[src/rtl/signal_phase_scheduler_if.sv]
// Bundle between the phase scheduler, the sensor front ends and the lamp driver.
// The master side drives timing, density and emergency inputs; the slave side answers with grant/stage.
interface signal_phase_scheduler_if;
  logic       tick;
  logic [7:0] density;
  logic [3:0] emerg_req;
  logic [3:0] grant;
  logic [1:0] stage;
  logic       emerg_active;
  logic       phase_done;

  modport master (
    output tick, density, emerg_req,
    input  grant, stage, emerg_active, phase_done
  );

  modport slave (
    input  tick, density, emerg_req,
    output grant, stage, emerg_active, phase_done
  );
endinterface

[src/rtl/signal_phase_scheduler.sv]
// Four-approach intersection phase scheduler: density-weighted round-robin greens,
// yellow/all-red clearance, and emergency hold, with all timing advanced by a slow tick strobe.
module signal_phase_scheduler #(
  parameter int GREEN_BASE = 4,
  parameter int GREEN_STEP = 3,
  parameter int YELLOW_T   = 2,
  parameter int ALLRED_T   = 1,
  parameter int SKIP_EMPTY = 1
) (
  input logic                     clk,
  input logic                     reset,
  signal_phase_scheduler_if.slave bus
);

  typedef enum logic [1:0] {
    ALL_RED    = 2'd0,
    GREEN      = 2'd1,
    YELLOW     = 2'd2,
    EMERG_HOLD = 2'd3
  } state_t;

  localparam logic [7:0] GB = 8'(GREEN_BASE);
  localparam logic [7:0] GS = 8'(GREEN_STEP);
  localparam logic [7:0] YT = 8'(YELLOW_T);
  localparam logic [7:0] AT = 8'(ALLRED_T);

  state_t     state;
  logic [7:0] timer;
  logic [1:0] rr_ptr;
  logic [1:0] sel;
  logic [1:0] emerg_sel;
  logic       pend_emerg;

  logic       any_emerg;
  logic       expire;
  logic [1:0] emerg_pick;
  logic [1:0] rr_pick;
  logic [1:0] scan_idx;
  logic [1:0] pick_dens;
  logic [7:0] green_load;

  function automatic logic [3:0] onehot(input logic [1:0] idx);
    return 4'b0001 << idx;
  endfunction

  // Lowest-index request wins, so the loop runs downward and the last hit is the answer.
  always_comb begin
    emerg_pick = 2'd0;
    for (int i = 3; i >= 0; i--) begin
      if (bus.emerg_req[i]) emerg_pick = 2'(i);
    end
  end

  // Scan from rr_ptr onward for an occupied approach; falls back to rr_ptr when all are empty.
  always_comb begin
    rr_pick  = rr_ptr;
    scan_idx = rr_ptr;
    if (SKIP_EMPTY != 0) begin
      for (int k = 3; k >= 0; k--) begin
        scan_idx = rr_ptr + 2'(k);
        if (bus.density[{scan_idx, 1'b0} +: 2] != 2'd0) rr_pick = scan_idx;
      end
    end
  end

  assign any_emerg  = (bus.emerg_req != 4'd0);
  assign expire     = bus.tick && (timer == 8'd1);
  assign pick_dens  = bus.density[{rr_pick, 1'b0} +: 2];
  assign green_load = GB + GS * {6'd0, pick_dens};

  always_ff @(posedge clk) begin
    if (reset) begin
      state            <= ALL_RED;
      timer            <= AT;
      rr_ptr           <= 2'd0;
      sel              <= 2'd0;
      emerg_sel        <= 2'd0;
      pend_emerg       <= 1'b0;
      bus.grant        <= 4'd0;
      bus.stage        <= 2'd0;
      bus.emerg_active <= 1'b0;
      bus.phase_done   <= 1'b0;
    end else begin
      bus.phase_done <= 1'b0;
      case (state)
        ALL_RED: begin
          if (expire) begin
            if (pend_emerg || any_emerg) begin
              state            <= EMERG_HOLD;
              pend_emerg       <= 1'b0;
              bus.stage        <= 2'd1;
              bus.emerg_active <= 1'b1;
              if (any_emerg) begin
                emerg_sel <= emerg_pick;
                bus.grant <= onehot(emerg_pick);
              end else begin
                bus.grant <= onehot(emerg_sel);
              end
            end else begin
              state     <= GREEN;
              sel       <= rr_pick;
              rr_ptr    <= rr_pick + 2'd1;
              timer     <= green_load;
              bus.grant <= onehot(rr_pick);
              bus.stage <= 2'd1;
            end
          end else if (bus.tick) begin
            timer <= timer - 8'd1;
          end
        end

        // An emergency request outranks a coincident green expiry.
        GREEN: begin
          if (any_emerg) begin
            if (emerg_pick == sel) begin
              state            <= EMERG_HOLD;
              emerg_sel        <= sel;
              bus.emerg_active <= 1'b1;
            end else begin
              state      <= YELLOW;
              timer      <= YT;
              pend_emerg <= 1'b1;
              emerg_sel  <= emerg_pick;
              bus.stage  <= 2'd2;
            end
          end else if (expire) begin
            state     <= YELLOW;
            timer     <= YT;
            bus.stage <= 2'd2;
          end else if (bus.tick) begin
            timer <= timer - 8'd1;
          end
        end

        YELLOW: begin
          if (expire) begin
            state          <= ALL_RED;
            timer          <= AT;
            bus.grant      <= 4'd0;
            bus.stage      <= 2'd0;
            bus.phase_done <= 1'b1;
          end else if (bus.tick) begin
            timer <= timer - 8'd1;
          end
        end

        EMERG_HOLD: begin
          if (!bus.emerg_req[emerg_sel]) begin
            state            <= YELLOW;
            sel              <= emerg_sel;
            timer            <= YT;
            rr_ptr           <= emerg_sel + 2'd1;
            bus.stage        <= 2'd2;
            bus.emerg_active <= 1'b0;
          end
        end

        default: begin
          state <= ALL_RED;
          timer <= AT;
        end
      endcase
    end
  end

endmodule
[src/flat_wrapper.sv]
// flat-port wrapper written by rule: the top's interface ports become plain ports
module signal_phase_scheduler_flat 
#(
  parameter int GREEN_BASE = 4,
  parameter int GREEN_STEP = 3,
  parameter int YELLOW_T   = 2,
  parameter int ALLRED_T   = 1,
  parameter int SKIP_EMPTY = 1
)
  (clk, reset, bus_tick, bus_density, bus_emerg_req, bus_grant, bus_stage, bus_emerg_active, bus_phase_done);
  signal_phase_scheduler_if bus_i ();
  input logic clk;
  input logic reset;
  input wire logic [$bits(bus_i.tick)-1:0] bus_tick;
  input wire logic [$bits(bus_i.density)-1:0] bus_density;
  input wire logic [$bits(bus_i.emerg_req)-1:0] bus_emerg_req;
  output wire logic [$bits(bus_i.grant)-1:0] bus_grant;
  output wire logic [$bits(bus_i.stage)-1:0] bus_stage;
  output wire logic [$bits(bus_i.emerg_active)-1:0] bus_emerg_active;
  output wire logic [$bits(bus_i.phase_done)-1:0] bus_phase_done;
  assign bus_i.tick = bus_tick;
  assign bus_i.density = bus_density;
  assign bus_i.emerg_req = bus_emerg_req;
  assign bus_grant = bus_i.grant;
  assign bus_stage = bus_i.stage;
  assign bus_emerg_active = bus_i.emerg_active;
  assign bus_phase_done = bus_i.phase_done;
  signal_phase_scheduler #(.GREEN_BASE(GREEN_BASE), .GREEN_STEP(GREEN_STEP), .YELLOW_T(YELLOW_T), .ALLRED_T(ALLRED_T), .SKIP_EMPTY(SKIP_EMPTY)) u_core (.clk(clk), .reset(reset), .bus(bus_i));
endmodule
[config.mk]
export PLATFORM = sky130hd
export DESIGN_NAME = signal_phase_scheduler_flat
export DESIGN_NICKNAME = d
export VERILOG_FILES = /design/src/rtl/signal_phase_scheduler_if.sv /design/src/rtl/signal_phase_scheduler.sv /design/src/flat_wrapper.sv
export SDC_FILE = /design/constraint.sdc
export NUM_CORES = 1
export LEC_CHECK = 0
export CAP_MARGIN = 5
export CORE_MARGIN = 2
export CORE_UTILIZATION = 35
export DETAILED_ROUTE_END_ITERATION = 16
export HOLD_SLACK_MARGIN = 0.08
export MAX_ROUTING_LAYER = met4
export REMOVE_ABC_BUFFERS = 1
export SKIP_LAST_GASP = 1
export SLEW_MARGIN = 20
export SYNTH_ARGS = -nofsm -noshare
export SYNTH_HDL_FRONTEND = slang
export SYNTH_SLANG_ARGS = --single-unit
[constraint.sdc]
create_clock -name clk -period 2.65 [get_ports clk]
set_input_delay 0.6625 -clock clk [delete_from_list [all_inputs] [get_ports clk]]
set_output_delay 0.6625 -clock clk [all_outputs]
set_load 0.01 [all_outputs]
* Yosys cells after proc, flatten, opt, wreduce, memory -nomap -nowiden
Cells that the tools add are included.
** Storage, ports and cells
- Register bits after elaboration :: 25
- Bits in latches :: 0
- RAM bits :: 0
- ROM bits :: 0
- Bits of input ports :: 15
- Output and inout bits :: 8
- Word-level logic and storage cells :: 128
- Memories :: 0
** Cells by class
- Add/subtract/negate cells :: 7
- Multiply operators :: 1
- Div/mod/pow operators :: 0
- $lt $le $gt $ge :: 1
- Equal/unequal tests :: 17
- Shift-type cells :: 8
- Multiplexer cells :: 62
- Bitwise operators :: 1
- Reduce and logical (&&, ||, !) cells :: 21
** Operators with widths (number)
- 8-bit 2-to-1 mux :: 8
- 2-bit 2-to-1 mux :: 28
- 8-bit by 4-bit variable part select with 2-bit output :: 5
- 8-bit case mux with 4 select lines :: 1
- 4-bit 2-to-1 mux :: 4
- 2-bit case mux with 4 select lines :: 2
- 5-bit AND reduction :: 3
- 2-bit nonzero test :: 7
- 1-bit 2-to-1 mux :: 12
- 2-bit by 1-bit inequality test with 1-bit output, second input constant :: 6
- 2-bit case mux with 2 select lines :: 3
- 1-bit by 2-bit << shifter with 4-bit output, first input constant :: 3
- 8-bit by 1-bit == test with 1-bit output, second input constant :: 1
- 4-bit case mux with 2 select lines :: 1
- 4-bit AND reduction :: 2
- 8-bit by 1-bit subtractor with 8-bit output, second input constant :: 1
- 2-bit by 1-bit adder with 2-bit output, second input constant :: 3
- 2-bit inequality test, second input constant :: 3
- 3-bit inequality test, second input constant :: 2
- 3-bit AND reduction :: 2
- 6-bit AND reduction :: 1
- 3-bit by 4-bit adder with 5-bit output, first input constant :: 1
- 2-bit adder, second input constant :: 2
- 2-bit == test, second input constant :: 2
- 15 further kinds :: 15

* Longest topological paths before layout
Gate-level depths: netlist (run 1).
- Depth in word-level cells :: 13
- Depth in mapped cells :: 9

* Worst setup path after synthesis (run 1)
No wires, ideal clock.
- Path kind :: input to register
- From :: in bus_density[2]
- To :: reg u_core.timer[2]
- Data arrival time :: 2274 ps
- Data required time :: 2534 ps
- Path slack :: 260 ps
- Cell stages on the path :: 8
- Cells stage by stage :: or4_4 > o21ai_2 > a21oi_2 > or2_1 > buf_2 > a221oi_1 > a31oi_1 > a31o_1
** Between the ends
- Longest elaborated chain between the ends :: 12
- Elaborated cells between the ends (all ways) :: 18
** Ends and longest elaborated chain
- start: declaration :: RTL line flat_wrapper.sv:15 : input wire logic [$bits(bus_i.density)-1:0] bus_density;
- 8-bit by 4-bit variable part select with 2-bit output :: RTL line signal_phase_scheduler.sv:61 : if (bus.density[{scan_idx, 1'b0} +: 2] != 2'd0) rr_pick = scan_idx;
- 2-bit nonzero test :: RTL line signal_phase_scheduler.sv:61
- 2-bit 2-to-1 mux (4 in a row) :: RTL line signal_phase_scheduler.sv:61
- 8-bit by 4-bit variable part select with 2-bit output (*) :: RTL line signal_phase_scheduler.sv:68 : assign pick_dens = bus.density[{rr_pick, 1'b0} +: 2];
- 2-bit by 2-bit multiplier with 4-bit output (*) :: RTL line signal_phase_scheduler.sv:69 : assign green_load = GB + GS * {6'd0, pick_dens};
- 3-bit by 4-bit adder with 5-bit output (*) :: RTL line signal_phase_scheduler.sv:69
- 8-bit 2-to-1 mux (*) :: RTL line signal_phase_scheduler.sv:88 : if (pend_emerg || any_emerg) begin
- 8-bit 2-to-1 mux (*) :: RTL line signal_phase_scheduler.sv:87 : if (expire) begin
- 8-bit case mux with 4 select lines (*) :: RTL line signal_phase_scheduler.sv:85 : case (state)
- end signal: assignment :: RTL line signal_phase_scheduler.sv:103 : timer <= green_load;
- end signal: assignment :: RTL line signal_phase_scheduler.sv:108 : timer <= timer - 8'd1;
- end signal: assignment :: RTL line signal_phase_scheduler.sv:131 : timer <= timer - 8'd1;
- end: declaration :: RTL line signal_phase_scheduler.sv:28 : logic [7:0] timer;
Every way passes the cells marked *; elsewhere a longest branch is shown, timed or not. The select of a mux whose other input is x is not followed.
A chain may end at the register's enable or synchronous reset.

* Worst setup path after layout (run 1)
- From :: in bus_density[1]
- To :: reg u_core.bus.grant[2]
** Between the ends
- Longest elaborated chain between the ends :: 10
- Elaborated cells between the ends (all ways) :: 16
** Ends and longest elaborated chain
- 8-bit by 4-bit variable part select with 2-bit output :: RTL line signal_phase_scheduler.sv:61
- 2-bit nonzero test :: RTL line signal_phase_scheduler.sv:61
- 2-bit 2-to-1 mux (3 in a row) :: RTL line signal_phase_scheduler.sv:61
- 2-bit 2-to-1 mux (*) :: RTL line signal_phase_scheduler.sv:61
- 1-bit by 2-bit << shifter with 4-bit output (*) :: RTL line signal_phase_scheduler.sv:43 : return 4'b0001 << idx;
- 4-bit 2-to-1 mux (*) :: RTL line signal_phase_scheduler.sv:88
- 4-bit 2-to-1 mux (*) :: RTL line signal_phase_scheduler.sv:87
- 4-bit case mux with 2 select lines (*) :: RTL line signal_phase_scheduler.sv:85
- end signal: assignment :: RTL line signal_phase_scheduler.sv:95 : bus.grant <= onehot(emerg_pick);
- end signal: assignment :: RTL line signal_phase_scheduler.sv:97 : bus.grant <= onehot(emerg_sel);
- end signal: assignment :: RTL line signal_phase_scheduler.sv:104 : bus.grant <= onehot(rr_pick);
- end: declaration :: RTL line signal_phase_scheduler_if.sv:19 : output grant, stage, emerg_active, phase_done
Marked as above.

==> results.ini, run 1 <==
[placement]
place_area_sq_um = 2580
placedCellCount = 389
place_worst_setup_slack_ps = -355
hpwlAfterDp_microns = 4120
io_buffers = 22
place.gp.congestion = 0.914

[layout]
mostFrequentLayoutCell = buf_4
utilization_pct = 50.5
final-seq-area_sq_um = 500
final_cells = 395
fill_cells = 531
drive_above_1_share_pct = 28.5
diodes = 0
mostFrequentLayoutCells = 54 x buf_4, 33 x nor2_1, 26 x nand2_1
final_net_count = 341
area_growth_pct = 41.8
multiInputGateArea_sq_um = 1440
design_area_sq_um = 2730

[synth]
ys.flop_type = dfxtp_1
ys.warnings.count = 0
syn_inst = 256
ys_ff_latch = 25
synth_edf_count = 0
async_flop_share_pct = 0
synth.avg_cell_area_sq_um = 7.53
ys_types = 65
netlist_area_sq_um = 1930
ys_seq_area_share_pct = 26.0

[routing]
routed_wl_microns = 5390
drtIter0Drc = 102
ant_nets = 0
first_pass_iters = 4
vias_per_cell = 5.42
drc_errors = 0
wire_per_inst_microns = 13.7
num_vias = 2139

[cts]
cts_tree = done
clk_pin_slew_worst_paths_ps = 90
cts_root_buf = clkbuf_8
cts_max_level = 1
clkLatencyLatePin_ps = 270
cts.sinks = 25
cts_buffers = 3
clockBufferDepth = 2

[floorplanning]
fp-row-count = 27
start_util_pct = 35.6
ios = 23
dieArea_sq_um = 6110
fp.dieW_microns = 78.2
chipHeight_microns = 78.2
coreArea_sq_um = 5410

[job]
maxCapViolCount = 0

[power]
vdd_drop_max_v = 0.000361
power_density_nw_per_um2 = 762
total_leakage_power_nw = 1.05

[global_routing]
grt_max_degree = 17
grt_pass1_vias = 1964
grt_pass1_wl_microns = 8890
grt-ovfl-total = 0
grt_usage_pct = 18.2
antenna_found_initial = 0

[timing]
final_max_slew_viol_count = 0
setup_violations = 0
finalCriticalPeriod_ps = 2590
worstMarginPinSlew_ps = 659
post-route-period-util_pct = 97.9
relSlewSlack_pct = 55.7
whs_ps = 457
final-hold-violation-count = 0
fin_skew_ps = 2.70
timing.fmax_mhz = 385
layout_setup_ws_ps = 55.6

[worst_hold_path]
worstHoldStart = u_core.bus.grant[0]
holdCritPathClass = reg -> reg

[worst_setup_path]
cp.arrival_ps = 2810
reg2reg_from = u_core.timer[3]
setup.worst_path.start = bus_density[1]
path_max_fanout = 4
startpoint_type = input pin
crit_type = in -> reg
critPathRequiredTime_ps = 2870
end_kind = flip-flop

[outcome]
outcome = finished, final reports clean

[flip-flops by register name (all words and copies together), names as in the netlist]
register,count
u_core.bus.stage,2
u_core.state,2
u_core.rr_ptr,2
u_core.bus.phase_done,1
u_core.bus.emerg_active,1
u_core.bus.grant,4
u_core.emerg_sel,2
u_core.timer,8
u_core.sel,2
u_core.pend_emerg,1
[cell type report]
type,instances,area share [%]
clock buffers,4,1.65
well taps,72,3.30
flip-flops and latches,25,18.3
inverters,6,0.825
repair buffers,76,23.3
multi-input cells,212,52.6
[critical path, stage by stage]
cell             delay [ps]
clkdlybuf4s50_1         420
or4_4                   450
o21ai_4                 190
a21oi_4                 100
o31ai_4                 240
o21ai_2                 100
or4_4                   510
a21oi_2                 120
[repair_timing]
action | in CTS | in global routing
gates resized for setup | 2 | 23
setup endpoints to repair | 1 | 9
gates cloned | 0 | 0
hold buffers | 0 | 0
buffers inserted | 0 | 2
pin swaps | 0 | 11
[metal layers]
layer	track usage, %	vias up	share of wire (%)	wire, microns
met3	3.10	10	3.9	208
li1	-	1089	-	-
met4	4.91	0	1.5	82
met5	-	-	0	0
met1	23.7	990	49	2620
met2	29.3	50	46	2480
[through the flow]
stage | total power [mW] | setup TNS, ps
detailed placement | 1.79 | -2890
global placement | 1.78 | -2920
floorplan | 1.31 | 0
finish | 2.08 | 0
global route | 2.25 | -94.4
CTS | 2.03 | 0
[worst paths after layout]
check                           cells past startpoint             endpoint  slack [ps]
worst max-delay path                                8  u_core.bus.grant[2]          60
worst min-delay path                                2  u_core.bus.grant[0]         460
worst max register to register                      6      u_core.timer[1]         450
worst min register to register                      2  u_core.bus.grant[0]         460
[logic make-up after synthesis]
kind of cell	after synthesis	synth area share (%)
AO/OA/AOI/OAI	79	30.1
buffers and inverters	19	3.83
multiplexers	4	2.86
adder cells (fa/ha/maj)	4	2.34
flip-flops	25	26.0
AND/OR/NAND/NOR	117	31.3
XOR/XNOR	8	3.64
[Yosys cell counts, types with 6 or more instances]
master / count / share of area, %
nor2_1: 35 / 6.8
nand2_1: 26 / 5.1
dfxtp_1: 25 / 26
a21oi_1: 24 / 6.2
nor3_1: 15 / 3.9
clkbuf_1: 11 / 2.1
nand2b_1: 8 / 2.6
a211oi_1: 7 / 2.7
o21ai_0: 7 / 1.8
inv_1: 6 / 1.2
xnor2_1: 6 / 2.7
[power by group]
group / internal [mW] / switching (mW)
clock network: 0.108 / 0.130
logic: 0.616 / 0.611
registers: 0.477 / 0.139
No activity file was read; power rests on OpenSTA's default activity.
==> run 2, diff against run 1 <==
--- a/config.mk
+++ b/config.mk
@@ -12,6 +12,7 @@
 export HOLD_SLACK_MARGIN = 0.08
 export MAX_ROUTING_LAYER = met4
 export REMOVE_ABC_BUFFERS = 1
+export SKIP_CTS_REPAIR_TIMING = 1
 export SKIP_LAST_GASP = 1
 export SLEW_MARGIN = 20
 export SYNTH_ARGS = -nofsm -noshare
==> run 2 against run 1 <==
  * Global-route usage is the same
  * Sequential power is essentially flat
  * Utilization shrank 0.28 points
  * Largest cell class unchanged
  * Highest routed layer unchanged
  * Cell area shrank 0.55%
  * Critical endpoint unchanged
  * Cell count shrank 0.25%
==> results.ini, run 2 (synthesis gave the netlist of run 1 again) <==
[cts]
cts.sinks = 25
clkLatencyLatePin_ps = 280
cts_tree = done
cts_max_level = 1
cts_root_buf = clkbuf_8
cts_buffers = 3
clk_pin_slew_worst_paths_ps = 90
clockBufferDepth = 2

[timing]
fin_skew_ps = 1.46
final-hold-violation-count = 0
timing.fmax_mhz = 381
rsz0062_at_grt = yes
worstMarginPinSlew_ps = 645
post-route-period-util_pct = 99.1
final_max_slew_viol_count = 0
fin_setup_tns_ps = 0
setup_violations = 0
finalCriticalPeriod_ps = 2630
relSlewSlack_pct = 56.6

[worst_setup_path]
cp.arrival_ps = 2840
critPathRequiredTime_ps = 2870
startpoint_type = input pin
cp.buffers_inverters = 1
path_max_fanout = 4
cpMostUsedCell = or4_4
cp_cell_sequence = clkdlybuf4s50_1, or4_4, o21ai_4, a21oi_4, o31ai_4, o21ai_2, or4_4, a21oi_2
crit_type = in -> reg
cpLargestDelayFamily = simple AND/OR/NAND/NOR gates
end_kind = flip-flop
critical_path.slowest_cell = or4_4
critPathMaxStageDelay_ps = 550

[layout]
area_growth_pct = 41.0
top_regs = u_core.timer (8), u_core.bus.grant (4)
largest-register = u_core.timer
drive_above_1_share_pct = 28.3
final_net_count = 340
fill_cells = 534
largest_reg_flops = 8
mostFrequentLayoutCell = buf_4
diodes = 0
mostFrequentLayoutCells = 53 x buf_4, 33 x nor2_1, 26 x nand2_1

[placement]
hpwlAfterDp_microns = 4120
place.gp.congestion = 0.914
io_buffers = 22

[routing]
first_pass_iters = 4
wire_per_inst_microns = 13.7
routed_wl_microns = 5400
drc_errors = 0
drtIter0Drc = 129
num_vias = 2144
ant_nets = 0
vias_per_cell = 5.44

[worst_hold_path]
holdCritPathClass = reg -> reg

[floorplanning]
fp.dieW_microns = 78.2
dieArea_sq_um = 6110
fp-row-count = 27
chipHeight_microns = 78.2
start_util_pct = 35.6
ios = 23
coreArea_sq_um = 5410

[power]
vdd_drop_max_v = 0.000364
power.total_mw = 2.09
power_density_nw_per_um2 = 768
total_leakage_power_nw = 1.02

[global_routing]
grt_pass1_vias = 1964
grt_usage_pct = 18.2
grt_pass1_wl_microns = 8890
antenna_found_initial = 0
grt_max_degree = 17
grt-ovfl-total = 0

[outcome]
outcome = finished, final reports clean

[job]
maxCapViolCount = 0

## run 2: cell count changes in the layout (fill, tap and decap cells not counted)
cell | before | now
clkdlybuf4s50_1 | 18 | 21
buf_4 | 54 | 53
dlymetal6s2s_1 | 4 | 1
## run 2: cell type report
type                       count  area [sq um]  area share [%]
multi-input combinational    212          1440            52.9
timing repair buffer          75           621            22.8
sequential                    25           500            18.4
tap                           72          90.1            3.32
clock buffer                   4          45.0            1.66
inverter                       6          22.5           0.829
## run 2: worst min-delay path, cell delays in order, from the launching register on
cell	delay [ps]
dfxtp_1	320
nand2_1	50
a21oi_1	50
## run 2: stage by stage
stage	hold WS (ps)	std cells	setup WS, ps	util (%)	area (sq um)
after floorplan	454	243	261	-	1880
after global placement	443	389	-344	47.7	2580
after detailed placement	448	389	-355	47.7	2580
after CTS	461	393	-61.8	48.5	2620
after global routing	487	394	-48.8	50.3	2720
final	458	394	23.3	50.3	2720
## run 2: worst paths after layout
kind              depth (start not counted)                  end  slack (ps)                start
setup / recovery                          8  u_core.bus.grant[2]          20       bus_density[2]
hold / removal                            2  u_core.bus.grant[1]         460  u_core.bus.grant[1]
setup reg to reg                          6      u_core.timer[1]         460      u_core.timer[3]
hold reg to reg                           2  u_core.bus.grant[1]         460  u_core.bus.grant[1]
## run 2: per-layer routing
metal  wire length [microns]  part of all wire [%]  global-route usage (%)  vias up
met5                       0                     0                       -        -
met4                      93                   1.7                    4.91        0
met3                     163                   3.0                    3.10       12
met2                    2500                    46                    29.3       49
met1                    2640                    49                    23.7     1002
li1                        -                     -                       -     1081
## run 2: where the power goes
group | leakage, nW | internal [mW] | switching [mW]
sequential | 0.204 | 0.477 | 0.139
combinational | 0.796 | 0.617 | 0.613
clock | 0.0228 | 0.108 | 0.133
total | 1.02 | 1.20 | 0.884
